## config.mk

```make
export PLATFORM = sky130hd
export DESIGN_NAME = oq_pifo_writer
export DESIGN_NICKNAME = d
export VERILOG_FILES = /design/src/rtl/oq_pkg.sv /design/src/rtl/axis_pipe_reg.sv /design/src/rtl/oq_pifo_writer.sv
export SDC_FILE = /design/constraint.sdc
export NUM_CORES = 1
export LEC_CHECK = 0
export ABC_AREA = 1
export BUFFER_PORTS_ARGS = -buffer_cell sky130_fd_sc_hd__buf_4
export CORE_AREA = 2 2 370 372
export DETAILED_ROUTE_END_ITERATION = 10
export DIE_AREA = 0 0 372 374
export GPL_TIMING_DRIVEN = 0
export RECOVER_POWER = 50
export SKIP_CTS_REPAIR_TIMING = 1
export SYNTH_ARGS = -nofsm -noshare
export SYNTH_HDL_FRONTEND = slang
export SYNTH_SLANG_ARGS = --single-unit
```

## constraint.sdc

```tcl
create_clock -name axis_aclk -period 1.8 [get_ports axis_aclk]
set_input_delay 0.36 -clock axis_aclk [delete_from_list [all_inputs] [get_ports axis_aclk]]
set_output_delay 0.36 -clock axis_aclk [all_outputs]
set_load 0.03 [all_outputs]
```

## src/rtl/oq_pkg.sv

```systemverilog
// Shared definitions for the output-queue PIFO writer.
// Holds default bus widths, the PIFO descriptor bit layout, the writer
// FSM state type and a helper that builds a descriptor from a rank.
package oq_pkg;

    localparam int C_DATA_WIDTH_DEF  = 256;
    localparam int C_TUSER_WIDTH_DEF = 128;
    localparam int RANK_WIDTH_DEF    = 19;
    localparam int PIFO_WIDTH        = 32;

    localparam int PIFO_VALID_BIT = 31;
    localparam int PIFO_RANK_LSB  = 12;
    localparam int PIFO_RANK_MSB  = 30;

    typedef enum logic [1:0] {
        IDLE = 2'd0,
        FWD  = 2'd1,
        DROP = 2'd2
    } wr_state_e;

    // Descriptor layout: {valid, rank[18:0], 12'b0}.
    function automatic logic [PIFO_WIDTH-1:0] make_pifo(
        input logic [PIFO_RANK_MSB-PIFO_RANK_LSB:0] rank
    );
        logic [PIFO_WIDTH-1:0] desc;
        desc = 32'h0000_0000;
        desc[PIFO_VALID_BIT] = 1'b1;
        desc[PIFO_RANK_MSB:PIFO_RANK_LSB] = rank;
        return desc;
    endfunction

endpackage

```

## src/rtl/axis_pipe_reg.sv

```systemverilog
// Single-entry AXI-stream register slice with a flat payload vector.
// Ports: clk/resetn (sync active-low reset), in_valid/in_data/in_ready
// upstream side, out_valid/out_data/out_ready downstream side.
// The slice loads whenever it is empty or being drained, so throughput
// is one beat per cycle while out_ready stays high.
module axis_pipe_reg #(
    parameter int WIDTH = 8
) (
    input  logic             clk,
    input  logic             resetn,
    input  logic             in_valid,
    input  logic [WIDTH-1:0] in_data,
    output logic             in_ready,
    output logic             out_valid,
    output logic [WIDTH-1:0] out_data,
    input  logic             out_ready
);

    logic             valid_q;
    logic             valid_d;
    logic [WIDTH-1:0] data_q;
    logic [WIDTH-1:0] data_d;

    // Ready is forced low while reset is held so nothing is accepted.
    assign in_ready  = resetn & (~valid_q | out_ready);
    assign out_valid = valid_q;
    assign out_data  = data_q;

    // Next-state: load on free slot (data zeroed for bubbles), else hold.
    always_comb begin
        valid_d = valid_q;
        data_d  = data_q;
        if (in_ready) begin
            valid_d = in_valid;
            if (in_valid) begin
                data_d = in_data;
            end else begin
                data_d = {WIDTH{1'b0}};
            end
        end else begin
            valid_d = valid_q;
            data_d  = data_q;
        end
    end

    // Slice storage with synchronous reset.
    always_ff @(posedge clk) begin
        if (!resetn) begin
            valid_q <= 1'b0;
            data_q  <= {WIDTH{1'b0}};
        end else begin
            valid_q <= valid_d;
            data_q  <= data_d;
        end
    end

endmodule

```

## src/rtl/oq_pifo_writer.sv

```systemverilog
// Output-queue PIFO writer.
// Accepts packets on s_axis, decides on the first beat whether to forward
// (oq_almost_full=0) or drop (oq_almost_full=1) the whole packet, tags every
// forwarded beat with a PIFO descriptor built from the first-beat rank, and
// presents it on m_axis through one register stage.
// Ports: axis_aclk/axis_resetn (sync active-low), s_axis_* upstream stream
// plus s_axis_trank, oq_almost_full/oq_tready from the output queue,
// m_axis_* stream plus m_axis_tpifo, m_axis_buffer_wr_en,
// m_axis_pifo_insert_en, and pkt_count/drop_count statistics.
module oq_pifo_writer
    import oq_pkg::*;
#(
    parameter int C_DATA_WIDTH  = 256,
    parameter int C_TUSER_WIDTH = 128,
    parameter int RANK_WIDTH    = 19
) (
    input  logic                      axis_aclk,
    input  logic                      axis_resetn,
    input  logic [C_DATA_WIDTH-1:0]   s_axis_tdata,
    input  logic [C_DATA_WIDTH/8-1:0] s_axis_tkeep,
    input  logic [C_TUSER_WIDTH-1:0]  s_axis_tuser,
    input  logic                      s_axis_tvalid,
    input  logic                      s_axis_tlast,
    output logic                      s_axis_tready,
    input  logic [RANK_WIDTH-1:0]     s_axis_trank,
    input  logic                      oq_almost_full,
    input  logic                      oq_tready,
    output logic [C_DATA_WIDTH-1:0]   m_axis_tdata,
    output logic [C_DATA_WIDTH/8-1:0] m_axis_tkeep,
    output logic [C_TUSER_WIDTH-1:0]  m_axis_tuser,
    output logic                      m_axis_tvalid,
    output logic                      m_axis_tlast,
    output logic [31:0]               m_axis_tpifo,
    output logic                      m_axis_buffer_wr_en,
    output logic                      m_axis_pifo_insert_en,
    output logic [31:0]               pkt_count,
    output logic [31:0]               drop_count
);

    localparam int KEEP_WIDTH = C_DATA_WIDTH / 8;
    localparam int PAY_WIDTH  = C_DATA_WIDTH + KEEP_WIDTH + C_TUSER_WIDTH + PIFO_WIDTH + 2;

    wr_state_e             state_q;
    wr_state_e             state_d;
    logic [RANK_WIDTH-1:0] rank_q;
    logic [RANK_WIDTH-1:0] rank_d;
    logic [31:0]           pkt_count_q;
    logic [31:0]           pkt_count_d;
    logic [31:0]           drop_count_q;
    logic [31:0]           drop_count_d;

    logic                  accept_s;
    logic                  fwd_s;
    logic                  first_s;
    logic [RANK_WIDTH-1:0] beat_rank_s;
    logic                  pipe_ready_s;
    logic                  pipe_valid_s;
    logic [PAY_WIDTH-1:0]  pay_in_s;
    logic [PAY_WIDTH-1:0]  pay_out_s;

    // A beat is accepted only when the output slice can take it, so a
    // stalled output queue stalls the whole packet rather than losing beats.
    assign accept_s      = s_axis_tvalid & pipe_ready_s;
    assign s_axis_tready = pipe_ready_s;

    // Packet-level decision: forward/drop chosen on the start beat only.
    always_comb begin
        state_d      = state_q;
        rank_d       = rank_q;
        pkt_count_d  = pkt_count_q;
        drop_count_d = drop_count_q;
        fwd_s        = 1'b0;
        first_s      = 1'b0;
        beat_rank_s  = rank_q;
        if (accept_s) begin
            case (state_q)
                IDLE: begin
                    if (oq_almost_full) begin
                        drop_count_d = drop_count_q + 32'd1;
                        state_d      = s_axis_tlast ? IDLE : DROP;
                    end else begin
                        // First beat uses the live rank; later beats the latched one.
                        fwd_s       = 1'b1;
                        first_s     = 1'b1;
                        rank_d      = s_axis_trank;
                        beat_rank_s = s_axis_trank;
                        if (s_axis_tlast) begin
                            pkt_count_d = pkt_count_q + 32'd1;
                            state_d     = IDLE;
                        end else begin
                            state_d = FWD;
                        end
                    end
                end
                FWD: begin
                    fwd_s = 1'b1;
                    if (s_axis_tlast) begin
                        pkt_count_d = pkt_count_q + 32'd1;
                        state_d     = IDLE;
                    end else begin
                        state_d = FWD;
                    end
                end
                DROP: begin
                    if (s_axis_tlast) begin
                        state_d = IDLE;
                    end else begin
                        state_d = DROP;
                    end
                end
                default: begin
                    state_d = IDLE;
                end
            endcase
        end else begin
            state_d = state_q;
        end
    end

    // FSM state, latched rank and counters.
    always_ff @(posedge axis_aclk) begin
        if (!axis_resetn) begin
            state_q      <= IDLE;
            rank_q       <= {RANK_WIDTH{1'b0}};
            pkt_count_q  <= 32'd0;
            drop_count_q <= 32'd0;
        end else begin
            state_q      <= state_d;
            rank_q       <= rank_d;
            pkt_count_q  <= pkt_count_d;
            drop_count_q <= drop_count_d;
        end
    end

    assign pay_in_s = {s_axis_tdata, s_axis_tkeep, s_axis_tuser, s_axis_tlast,
                       make_pifo(beat_rank_s), first_s};

    axis_pipe_reg #(
        .WIDTH (PAY_WIDTH)
    ) u_out_reg (
        .clk       (axis_aclk),
        .resetn    (axis_resetn),
        .in_valid  (fwd_s),
        .in_data   (pay_in_s),
        .in_ready  (pipe_ready_s),
        .out_valid (pipe_valid_s),
        .out_data  (pay_out_s),
        .out_ready (oq_tready)
    );

    assign {m_axis_tdata, m_axis_tkeep, m_axis_tuser, m_axis_tlast,
            m_axis_tpifo, m_axis_pifo_insert_en} = pay_out_s;
    assign m_axis_tvalid       = pipe_valid_s;
    assign m_axis_buffer_wr_en = pipe_valid_s;
    assign pkt_count           = pkt_count_q;
    assign drop_count          = drop_count_q;

endmodule

```

Word level (Yosys, flattened, before mapping)
Index checks and enable logic that the tools add are counted.
{ "classes": {"add_sub_neg": 2, "mul": 0, "div_mod_pow": 0, "magnitude_cmp": 0, "n_eq_ne": 3, "shift": 0, "mux": 16, "bitwise": 4, "n_reduce_logical": 4} }
{ "ops": {"columns": ["op", "count"], "rows": [
  ["450-bit two-way mux", 1],
  ["32-bit by 1-bit adder with 32-bit output (second input constant)", 2],
  ["32-bit two-way mux", 2],
  ["32-bit one-hot mux with 2 select lines", 1],
  ["19-bit two-way mux", 3],
  ["2-bit one-hot mux with 3 select lines", 1],
  ["3-bit AND reduction", 2],
  ["1-bit two-way mux", 5],
  ["2-bit two-way mux", 2],
  ["1-bit bitwise AND", 2],
  ["2-bit by 1-bit equality test with 1-bit output (second input constant)", 1],
  ["2-bit equality test (second input constant)", 1],
  ["2-bit zero test", 1],
  ["2-bit != test (second input constant)", 1],
  ["1-bit one-hot mux with 2 select lines", 1],
  ["2-bit nonzero test", 1],
  ["1-bit NOT", 1],
  ["1-bit bitwise OR", 1]
]} }
{ "word_totals": {"regBits": 536, "latchBits": 0, "ramBits": 0, "rom_bits": 0, "input_bits": 441, "elab_cells": 35, "n_memories": 0} }

Longest topological paths before layout
Gate-level depths: netlist of the first run.
{ "logic_depth": {"ltp_word": 6, "depth_mapped": 10} }

By module
From an unflattened synthesis of the first run, not the netlist that was laid out.
{ "unflattened": {"cells_unflattened": 3262, "area_unflattened_um2": 23079.6} }
{ "by_module_without_submodules": {"columns": ["mod", "n_inst", "cells_per_inst", "area_each_um2", "seq_area_each_um2"], "rows": [
  ["axis_pipe_reg", 1, 2551, 18452.7, 9028.7],
  ["oq_pifo_writer", 1, 711, 4626.9, 1701.6]
]} }

Worst setup path before layout of the first run
Ideal clock, no wire load.
{ "synth_path": {"path_kind": "register -> output", "startpoint": "register, netlist name u_out_reg.out_data[32]", "endpoint": "output port s_axis_tready", "arrival_time_ns": 1.469, "path_slack_ns": -0.029, "path_stages_with_launch": 6, "n_path_buf": 2, "path_cell_list": "dfxtp_1 nand2_1 nand2_1 clkbuf_1 buf_2 inv_1"} }
{ "synth_rtl": {"columns": ["item", "line", "text"], "rows": [
  ["end, declared", "oq_pifo_writer.sv:24", "output logic s_axis_tready,"]
]} }

==> results of run 1 <==
[cell type report]
class,instances,area [sq um]
Fill cell,14360,99930
Timing Repair Buffer,1366,11320
Sequential cell,523,10490
Multi-Input combinational cell,1362,7256
Tap cell,1781,2228
Clock buffer,90,1873
Buffer,175,1160
Clock inverter,26,359.1
Inverter,80,302.8
Antenna cell,18,45.04
[critical path, stage by stage (launching register included)]
cell                      delay (ps)
sky130_fd_sc_hd__dfxtp_4         350
sky130_fd_sc_hd__nand2_4         100
sky130_fd_sc_hd__nand2_8          90
sky130_fd_sc_hd__buf_12          150
sky130_fd_sc_hd__buf_12          140
sky130_fd_sc_hd__inv_4            50
sky130_fd_sc_hd__buf_6           110
[cells by family after synthesis]
logic type,after synthesis,share of synthesized area [%]
xor gates and xnor gates,6,0.2806
adders and majority gates,2,0.1336
DFF,523,55.90
buffers and inverters,256,6.440
other,1,0.02002
and+or+nand+nor,838,18.07
AOI/OAI and AO/OA,504,19.16
[placed cells by master (no fill, tap or decap), drive strengths merged, types with 2 or more instances in the layout]
cell type	synthesis	final
a21oi	28	28
a22oi	416	416
and3	3	3
buf	105	1052
bufinv	0	5
clkbuf	71	172
clkinv	0	12
clkinvlp	0	2
conb	1	12
dfxtp	523	523
diode	0	18
dlygate4sd3	0	406
ha	2	2
inv	80	87
nand2	155	155
nand3	55	55
nand4	22	22
nor2	563	563
nor3	16	16
nor3b	3	3
o21ai	47	47
o21bai	7	7
o22ai	6	6
or2	20	20
xor2	6	6
[state kept, by name, indices dropped and copies added (netlist names)]
signal              count
state_q                 2
u_out_reg.out_data    438
pkt_count              32
rank_q                 19
drop_count             32
[power groups by stage]
stage,logic [mW],registers (mW),clock network [mW]
finish,4.44,12.1,13.9
global route,4.69,12.1,14.7
global placement,3.47,12.3,0
floorplan,1.01,12.8,0
CTS,3.49,12.1,14.3
detailed placement,3.48,12.3,0
[metrics by stage]
| step | setup slack (ps) | area (sq um) |
|---|---|---|
| 3_5_place_dp | -1579 | 28100 |
| 3_3_place_gp | -1538 | 28100 |
| 2_1_floorplan | 2.112 | 18770 |
| 4_1_cts | -2140 | 30330 |
| 6_report | -225.1 | 35030 |
| 5_1_grt | -301.1 | 35000 |
[how the worst max path moves through the flow]
stage | startpoint | end | slack [ps] | cells past startpoint
floorplan | drop_count[1] | drop_count[20] | 2 | 10
global placement | oq_tready | s_axis_tready | -1540 | 8
detailed placement | oq_tready | s_axis_tready | -1580 | 8
CTS | u_out_reg.out_data[32] | s_axis_tready | -2140 | 6
global route | u_out_reg.out_data[32] | s_axis_tready | -300 | 6
finish | u_out_reg.out_data[32] | s_axis_tready | -230 | 6
[per-layer routing]
metal,global-route usage [%],routed length (um)
met5,0,54
met4,6.117,3356
met3,6.773,13220
met2,25.12,56910
met1,19.05,48950
==> out/results.txt, run 1 <==
The internal power of the cells totals 22.01 mW. On the final layout, the worst clock skew is 44.02 ps. The post-synthesis cell type count is 29. Remaining routing DRC violations: 0. Launch instance of the worst min-delay path: s_axis_tuser[34]. The final reports fail on negative hold slack, negative setup slack. For this run, the leading register cell type out of synthesis is sky130_fd_sc_hd__dfxtp_1. The run gives 493.8 MHz as the timing-limited maximum frequency. The mean cell area of the mapped netlist is 8.794 sq um. The tools report the setup total negative slack as -1369 ps. STA classifies the critical path startpoint as a flip-flop. By area the synthesized netlist is led by sky130_fd_sc_hd__dfxtp_1 (56%), sky130_fd_sc_hd__a22oi_1 (17%), sky130_fd_sc_hd__nor2_1 (11%).

Wire length per cell after detailed routing: 22.60 um. For the pin with the worst max-slew slack, the measured transition is 1074 ps. The number of clock buffers added by TritonCTS is 66. Across the VDD grid, the largest voltage drop is 0.0007160 V. The count of cells in the finished layout, fillers not included, comes to 5421. After layout, the design draws a total of 30.42 mW. Dividing total power by cell area gives a power density of 868.3 mW/mm^2. The clock latency of the later-clocked register in the worst-skew pair was 670 ps. The worst hold slack was -1.811 ps; the global-route wire length before repair was 152900 um. The clock passes through at most 3 buffers. The total routing usage reported by global routing came out at 15.94%. Area added between synthesis and finish: 87.05%. The most numerous cell in the Yosys netlist is sky130_fd_sc_hd__nor2_1. By count the netlist is led by sky130_fd_sc_hd__nor2_1 (556), sky130_fd_sc_hd__dfxtp_1 (523), sky130_fd_sc_hd__a22oi_1 (416).

The number of slew-limit violations in the final report came out at 0. The detail route stage leaves a number of antenna-violating nets equal to 0. Number of search-and-repair iterations in the first detailed-routing pass: 8. TritonCTS built the clock tree.

The cell count of the worst hold path was 3. The net count of the finished layout is 4017. For this block, the routed nets add up to 122500 um of wire. The tools report the final hold violation count as 2. For the row count, the log shows 135. The cell count of the worst reg-to-reg path was 9. The worst hold path terminates at u_out_reg.out_data[68].

The required time of the critical path was 1440 ps; the number of primary I/O pins was 958. The class of the most critical hold timing path is primary input to flip-flop. The final standard cell utilization of the core was 25.96%; the width of the die was 372 um. The via count of the first global-routing pass is 18.93k. The tools report the pin count of the biggest net entering global routing as 14. The smallest clock period supported by the final layout is computed as 2025 ps. Net switching is 27.64% of the power.

The detailed router placed 22.49k vias in this run. Setup repair after global routing could not meet its margin everywhere. The class of the most critical setup path is flip-flop to primary output.

The clock share of power came out at 45.7%. In the routed layout, each cell is associated on average with a via count of 4.149. Routability-driven placement finished with a final weighted congestion of 0.9738. The port buffer count came out at 945.

The floorplan step defined a die boundary enclosing 0.1391 sq mm. The run gives -225.1 ps as the final worst setup slack. Of the total power, registers draw 39.7%.

The detailed router's first-iteration violation count was 1978. For the gate count after technology mapping, the log shows 2130. The top-area cell type share of the netlist area is 55.90%. The number of cells after detailed placement was 4867. Static power due to leakage: 14.99 nW.

At the worst endpoint, the arrival time is 1670 ps. The die span in y was 374 um. Clock-pin slew was measured on the worst setup and hold paths at 60 ps. The cell sitting at the root of the clock tree is a sky130_fd_sc_hd__clkbuf_16. The cell taking the most area after synthesis is sky130_fd_sc_hd__dfxtp_1. Headroom to the max-slew limit came out at 28.37%.

The tools report the power dissipated by switching net loads as 8.409 mW. The share of the Yosys chip area taken by registers is 55.90%. The total area inside the core boundary comes to 0.1350 sq mm. In this run the cell area of the synthesized design comes to 0.01873 sq mm.

After layout, the worst path uses 112.5% of the clock period. Setup violations remaining at the end of the flow were counted as 70. In this run, the combinational gates consume 14.6% of the power. The flow ran to the end, but the final reports show violations. For this configuration, the core starts out at a cell density of 13.88%.

After synthesis the netlist holds a flip-flop and latch count of 523. The worst setup path is captured at a primary output. The number of warning messages in the yosys log was 0. The aggregate global routing overflow came out at 0.

The initial antenna violation count was 46; the biggest fanout along the worst timing path was 8. The total number of H-tree levels is 3, and the register-to-register setup slack is -50 ps. Post-DP HPWL: 96160 um.

The post-route netlist has 34.79% of its cells at a drive strength greater than 1. The tool flagged a number of max-cap violations equal to 0. For this design, the sink count on the clock tree is 523. The startpoint identified for the worst register-to-register timing path is u_out_reg.out_data[32].

The end of the worst register-to-register path is u_out_reg.out_data[175]. Of all flip-flops after synthesis, the portion carrying an async set or reset was 0%. Number of enable-type register cells in the synthesized netlist: 0.
(Power assumes the default switching activity.)
==> run 2, diff against run 1 <==
Settings changed: ABC_AREA 1 to not set, CORE_AREA 2 2 370 372 to 2 2 369 371, DIE_AREA 0 0 372 374 to 0 0 371 373.
==> out/results.txt, run 2 <==
The logs give 92080 um (was 96160 um) for the post-DP HPWL and 135 (unchanged) for the row count. Leading cell type in the layout, fill and taps excluded: sky130_fd_sc_hd__buf_4 (unchanged). Setup repair after global routing could not meet its margin everywhere. TritonCTS built the clock tree. The placement-stage cell area is 0.02683 sq mm (was 0.02810 sq mm).

Clock period minus final worst setup slack: 2269 ps (was 2025 ps). Total number of vias: 19.20k (was 22.49k). The total routing usage reported by global routing was 15.13% (was 15.94%). The start point of the critical path is state_q[0] (was u_out_reg.out_data[32]). Nature of the critical path startpoint: a flip-flop (unchanged). The area added between synthesis and finish was 107.4% (was 87.05%); the static power due to leakage was 15.24 nW (was 14.99 nW). The gate count after technology mapping came out at 1467 (was 2130).

The run gives 3441 (was 4017) as the count of nets after finishing. Post-synth design cell area: 0.01701 sq mm (was 0.01873 sq mm). The design internal power was 22.16 mW (was 22.01 mW); the remaining routing DRC violations was 0 (unchanged). The capturing element type of the critical path was a flip-flop (was a primary output). The area of all placed cells without fillers was 0.03529 sq mm (was 0.03503 sq mm). The final number of setup-violating endpoints is 501 (was 70). Port buffer count: 945 (unchanged). The most numerous cell in the Yosys netlist was sky130_fd_sc_hd__dfxtp_1 (was sky130_fd_sc_hd__nor2_1). The aggregate global routing overflow was 0 (unchanged). Sequential cell area fraction in the yosys report: 61.55% (was 55.90%). The biggest fanout along the worst timing path is 8 (unchanged). The flow ran to the end, but the final reports show violations.

The die span in y is 373 um (was 374 um). The power density over cell area was 859.1 mW/mm^2 (was 868.3 mW/mm^2); the worst clock skew was 17.59 ps (was 44.02 ps). Clock share of power: 44.6% (was 45.7%). The top-area cell type share of the netlist area came out at 61.55% (was 55.90%).

Top cells by area in the synthesized netlist: sky130_fd_sc_hd__dfxtp_1 (62%), sky130_fd_sc_hd__a22o_1 (22%), sky130_fd_sc_hd__clkbuf_1 (1.7%) (was sky130_fd_sc_hd__dfxtp_1 (56%), sky130_fd_sc_hd__a22oi_1 (17%), sky130_fd_sc_hd__nor2_1 (11%)). The max-capacitance violation count is 0 (unchanged). The cell count of the worst reg-to-reg path is 6 (was 9).

For the routability-driven placement congestion ratio, the log shows 0.9034 (was 0.9738). The share of the cycle needed by the critical path after routing came out at 126.1% (was 112.5%). The per-cell via count in the routed design is 3.957 (was 4.149), and the portion of total power attributed to combinational logic is 15.2% (was 14.6%). Timing-limited maximum frequency: 440.7 MHz (was 493.8 MHz).

The logs give 0 (unchanged) for the number of warning messages in the yosys log and 44 (was 29) for the post-synthesis cell type count. Class of the most critical hold timing path: primary input to flip-flop (unchanged). The placeable core region came out at 0.1346 sq mm (was 0.1350 sq mm). Flip-flop count of the largest register after layout: 438 (unchanged). Commonest non-fill, non-tap cells in the layout: sky130_fd_sc_hd__buf_4 (925), sky130_fd_sc_hd__dfxtp_1 (488), sky130_fd_sc_hd__dlygate4sd3_1 (433) (was sky130_fd_sc_hd__buf_4 (994), sky130_fd_sc_hd__nor2_1 (542), sky130_fd_sc_hd__dfxtp_1 (514)). The required time of the critical path came out at 2370 ps (was 1440 ps). The launch instance of the worst register-to-register path is state_q[0] (was u_out_reg.out_data[32]). The initial cell density of the core is 12.64% (was 13.88%). The run gives 0 (unchanged) as the number of slew-limit violations in the final report. Clock latency of the later-clocked register in the worst-skew pair: 650 ps (was 670 ps). Number of search-and-repair iterations in the first detailed-routing pass: 5 (was 8). The end of the worst register-to-register path is pkt_count[28] (was u_out_reg.out_data[175]).

Power dissipated by switching net loads: 8.153 mW (was 8.409 mW). The number of cells after detailed placement was 4205 (was 4867); the actual slew at the worst max-slew pin was 931.0 ps (was 1074 ps). The tools report the maximum clock insertion buffer count as 3 (unchanged). The total clock buffers created by CTS came out at 66 (unchanged). For the final worst setup slack, the log shows -469.1 ps (was -225.1 ps).

Most frequent cells after synthesis: sky130_fd_sc_hd__dfxtp_1 (523), sky130_fd_sc_hd__a22o_1 (420), sky130_fd_sc_hd__clkbuf_1 (75) (was sky130_fd_sc_hd__nor2_1 (556), sky130_fd_sc_hd__dfxtp_1 (523), sky130_fd_sc_hd__a22oi_1 (416)). The number of enable-type register cells in the synthesized netlist came out at 0 (unchanged). The headroom to the max-slew limit was 37.93% (was 28.37%).

The tools report the peak ir drop on the vdd network as 0.0005969 V (was 0.0007160 V). Violated checks: negative setup slack (was negative hold slack, negative setup slack). The register-to-register setup slack is -470 ps (was -50 ps), and the width of the die is 371 um (was 372 um).

The run gives 1305 (was 1978) as the detailed router's first-iteration violation count. Number of primary I/O pins: 958 (unchanged). For the global-route wire length before repair, the log shows 142600 um (was 152900 um). The final standard cell utilization of the core is 26.21% (was 25.96%). Cell taking the most area after synthesis: sky130_fd_sc_hd__dfxtp_1 (unchanged). The run gives 14 (unchanged) as the pin count of the biggest net entering global routing. The final hold violation count is 0 (was 2), and the number of clock sinks seen by CTS is 523 (unchanged). The post-layout instance count excluding filler cells was 4851 (was 5421).

The worst hold slack is 39.95 ps (was -1.811 ps), and the die area is 0.1384 sq mm (was 0.1391 sq mm). The count of state elements after synthesis is 523 (unchanged), and the initial antenna violation count is 72 (was 46). The class of the most critical setup path is flip-flop to flip-flop (was flip-flop to primary output).

The tools report the post-route antenna net violation count as 0 (unchanged). The tools report the termination of the worst setup path as pkt_count[28] (was s_axis_tready). The tools report the buffer cell driving the clock tree root as sky130_fd_sc_hd__clkbuf_16 (unchanged). The clock-pin slew reported for the worst setup and hold paths after clock tree synthesis came out at 60 ps (about the same). The endpoint arrival time on the critical path came out at 2830 ps (was 1670 ps). The tools report the via count of the first global-routing pass as 15.84k (was 18.93k). The total number of H-tree levels is 3 (unchanged), and the fraction of layout cells with a size suffix above 1 is 42.19% (was 34.79%).

The share of total power consumed by net switching came out at 26.89% (was 27.64%). The most common flop cell mapped by yosys was sky130_fd_sc_hd__dfxtp_1 (unchanged). The mean cell area of the mapped netlist works out to 11.60 sq um (was 8.794 sq um). The wire length per cell after detailed routing was 24.85 um (was 22.60 um); the total wire length after detailed routing was 120600 um (was 122500 um).

The sequential share of power is 40.1% (was 39.7%), and the share of synthesized flip-flops with an asynchronous set or reset is 0% (unchanged).
run 2: cell types whose count changed after synthesis, sizes merged, moves of 50 or more:
cell / delta
a22o: +420
inv: -69
a22oi: -416
buf: -50
nand2: -102
nor2: -502
run 2: logic make-up (layout without fill, tap and decap cells):
kind of cell,after synthesis,after routing,share of synthesized area (%)
flops,523,523,61.55
compound gates,499,499,24.10
mux,21,21,1.236
other cells,1,36,0.02204
buf+inv,143,1711,3.788
xor+xnor,34,34,1.751
fa+ha+maj,2,2,0.1471
simple gates,244,244,7.414
run 2: cell type report:
| type | count | area (sq um) |
|---|---|---|
| fill | 14040 | 99340 |
| clock inverter | 26 | 341.6 |
| buffer | 128 | 1261 |
| timing repair buffer | 1456 | 12600 |
| sequential | 523 | 10540 |
| inverter | 11 | 41.29 |
| antenna | 24 | 60.06 |
| multi-input combinational | 812 | 6391 |
| clock buffer | 90 | 1823 |
| tap | 1781 | 2228 |
run 2: metal layers:
layer | vias to the layer above | part of all wire [%] | global-route usage [%]
met5 | - | 0.059 | 0
met4 | 10 | 3.4 | 4.400
met3 | 274 | 11 | 7.500
met2 | 1059 | 48 | 25.71
met1 | 9237 | 37 | 16.43
li1 | 8615 | - | -
run 2: how the worst min path moves through the flow:
| stage | start | endpoint | slack (ps) | cells past startpoint |
|---|---|---|---|---|
| final | s_axis_trank[8] | rank_q[8] | 40 | 3 |
| after global routing | axis_resetn | pkt_count[20] | 6 | 2 |
| after CTS | s_axis_tuser[7] | u_out_reg.out_data[41] | -160 | 2 |
| after detailed placement | u_out_reg.out_data[0] | u_out_reg.out_data[0] | 440 | 2 |
| after global placement | u_out_reg.out_data[33] | u_out_reg.out_data[33] | 440 | 1 |
| after floorplan | rank_q[0] | rank_q[0] | 440 | 1 |
run 2: power by group through the flow:
stage	combinational (mW)	clock, mW	sequential [mW]
4_1_cts	3.26	13.9	12.2
6_report	4.62	13.5	12.2
3_3_place_gp	3.24	0	12.4
2_1_floorplan	0.694	0	13.0
3_5_place_dp	3.25	0	12.4
5_1_grt	4.84	14.3	12.2
run 2: worst max-delay path, cell delays in order, from the launching register on:
cell and delay, ps:
sky130_fd_sc_hd__dfxtp_4 390, sky130_fd_sc_hd__nor2b_4 50, sky130_fd_sc_hd__or4_4 560, sky130_fd_sc_hd__or4b_4 510, sky130_fd_sc_hd__buf_6 150, sky130_fd_sc_hd__or4_4 410
sky130_fd_sc_hd__a21oi_2 120
run 2: stage by stage:
stage | setup TNS, ps | worst slack [ps] | power (mW)
floorplan | -82650 | -452.9 | 13.72
global placement | -856600 | -2392 | 15.64
detailed placement | -502320 | -1659 | 15.65
CTS | -454490 | -1434 | 29.31
global route | -179260 | -514.0 | 31.34
finish | -141150 | -469.1 | 30.32
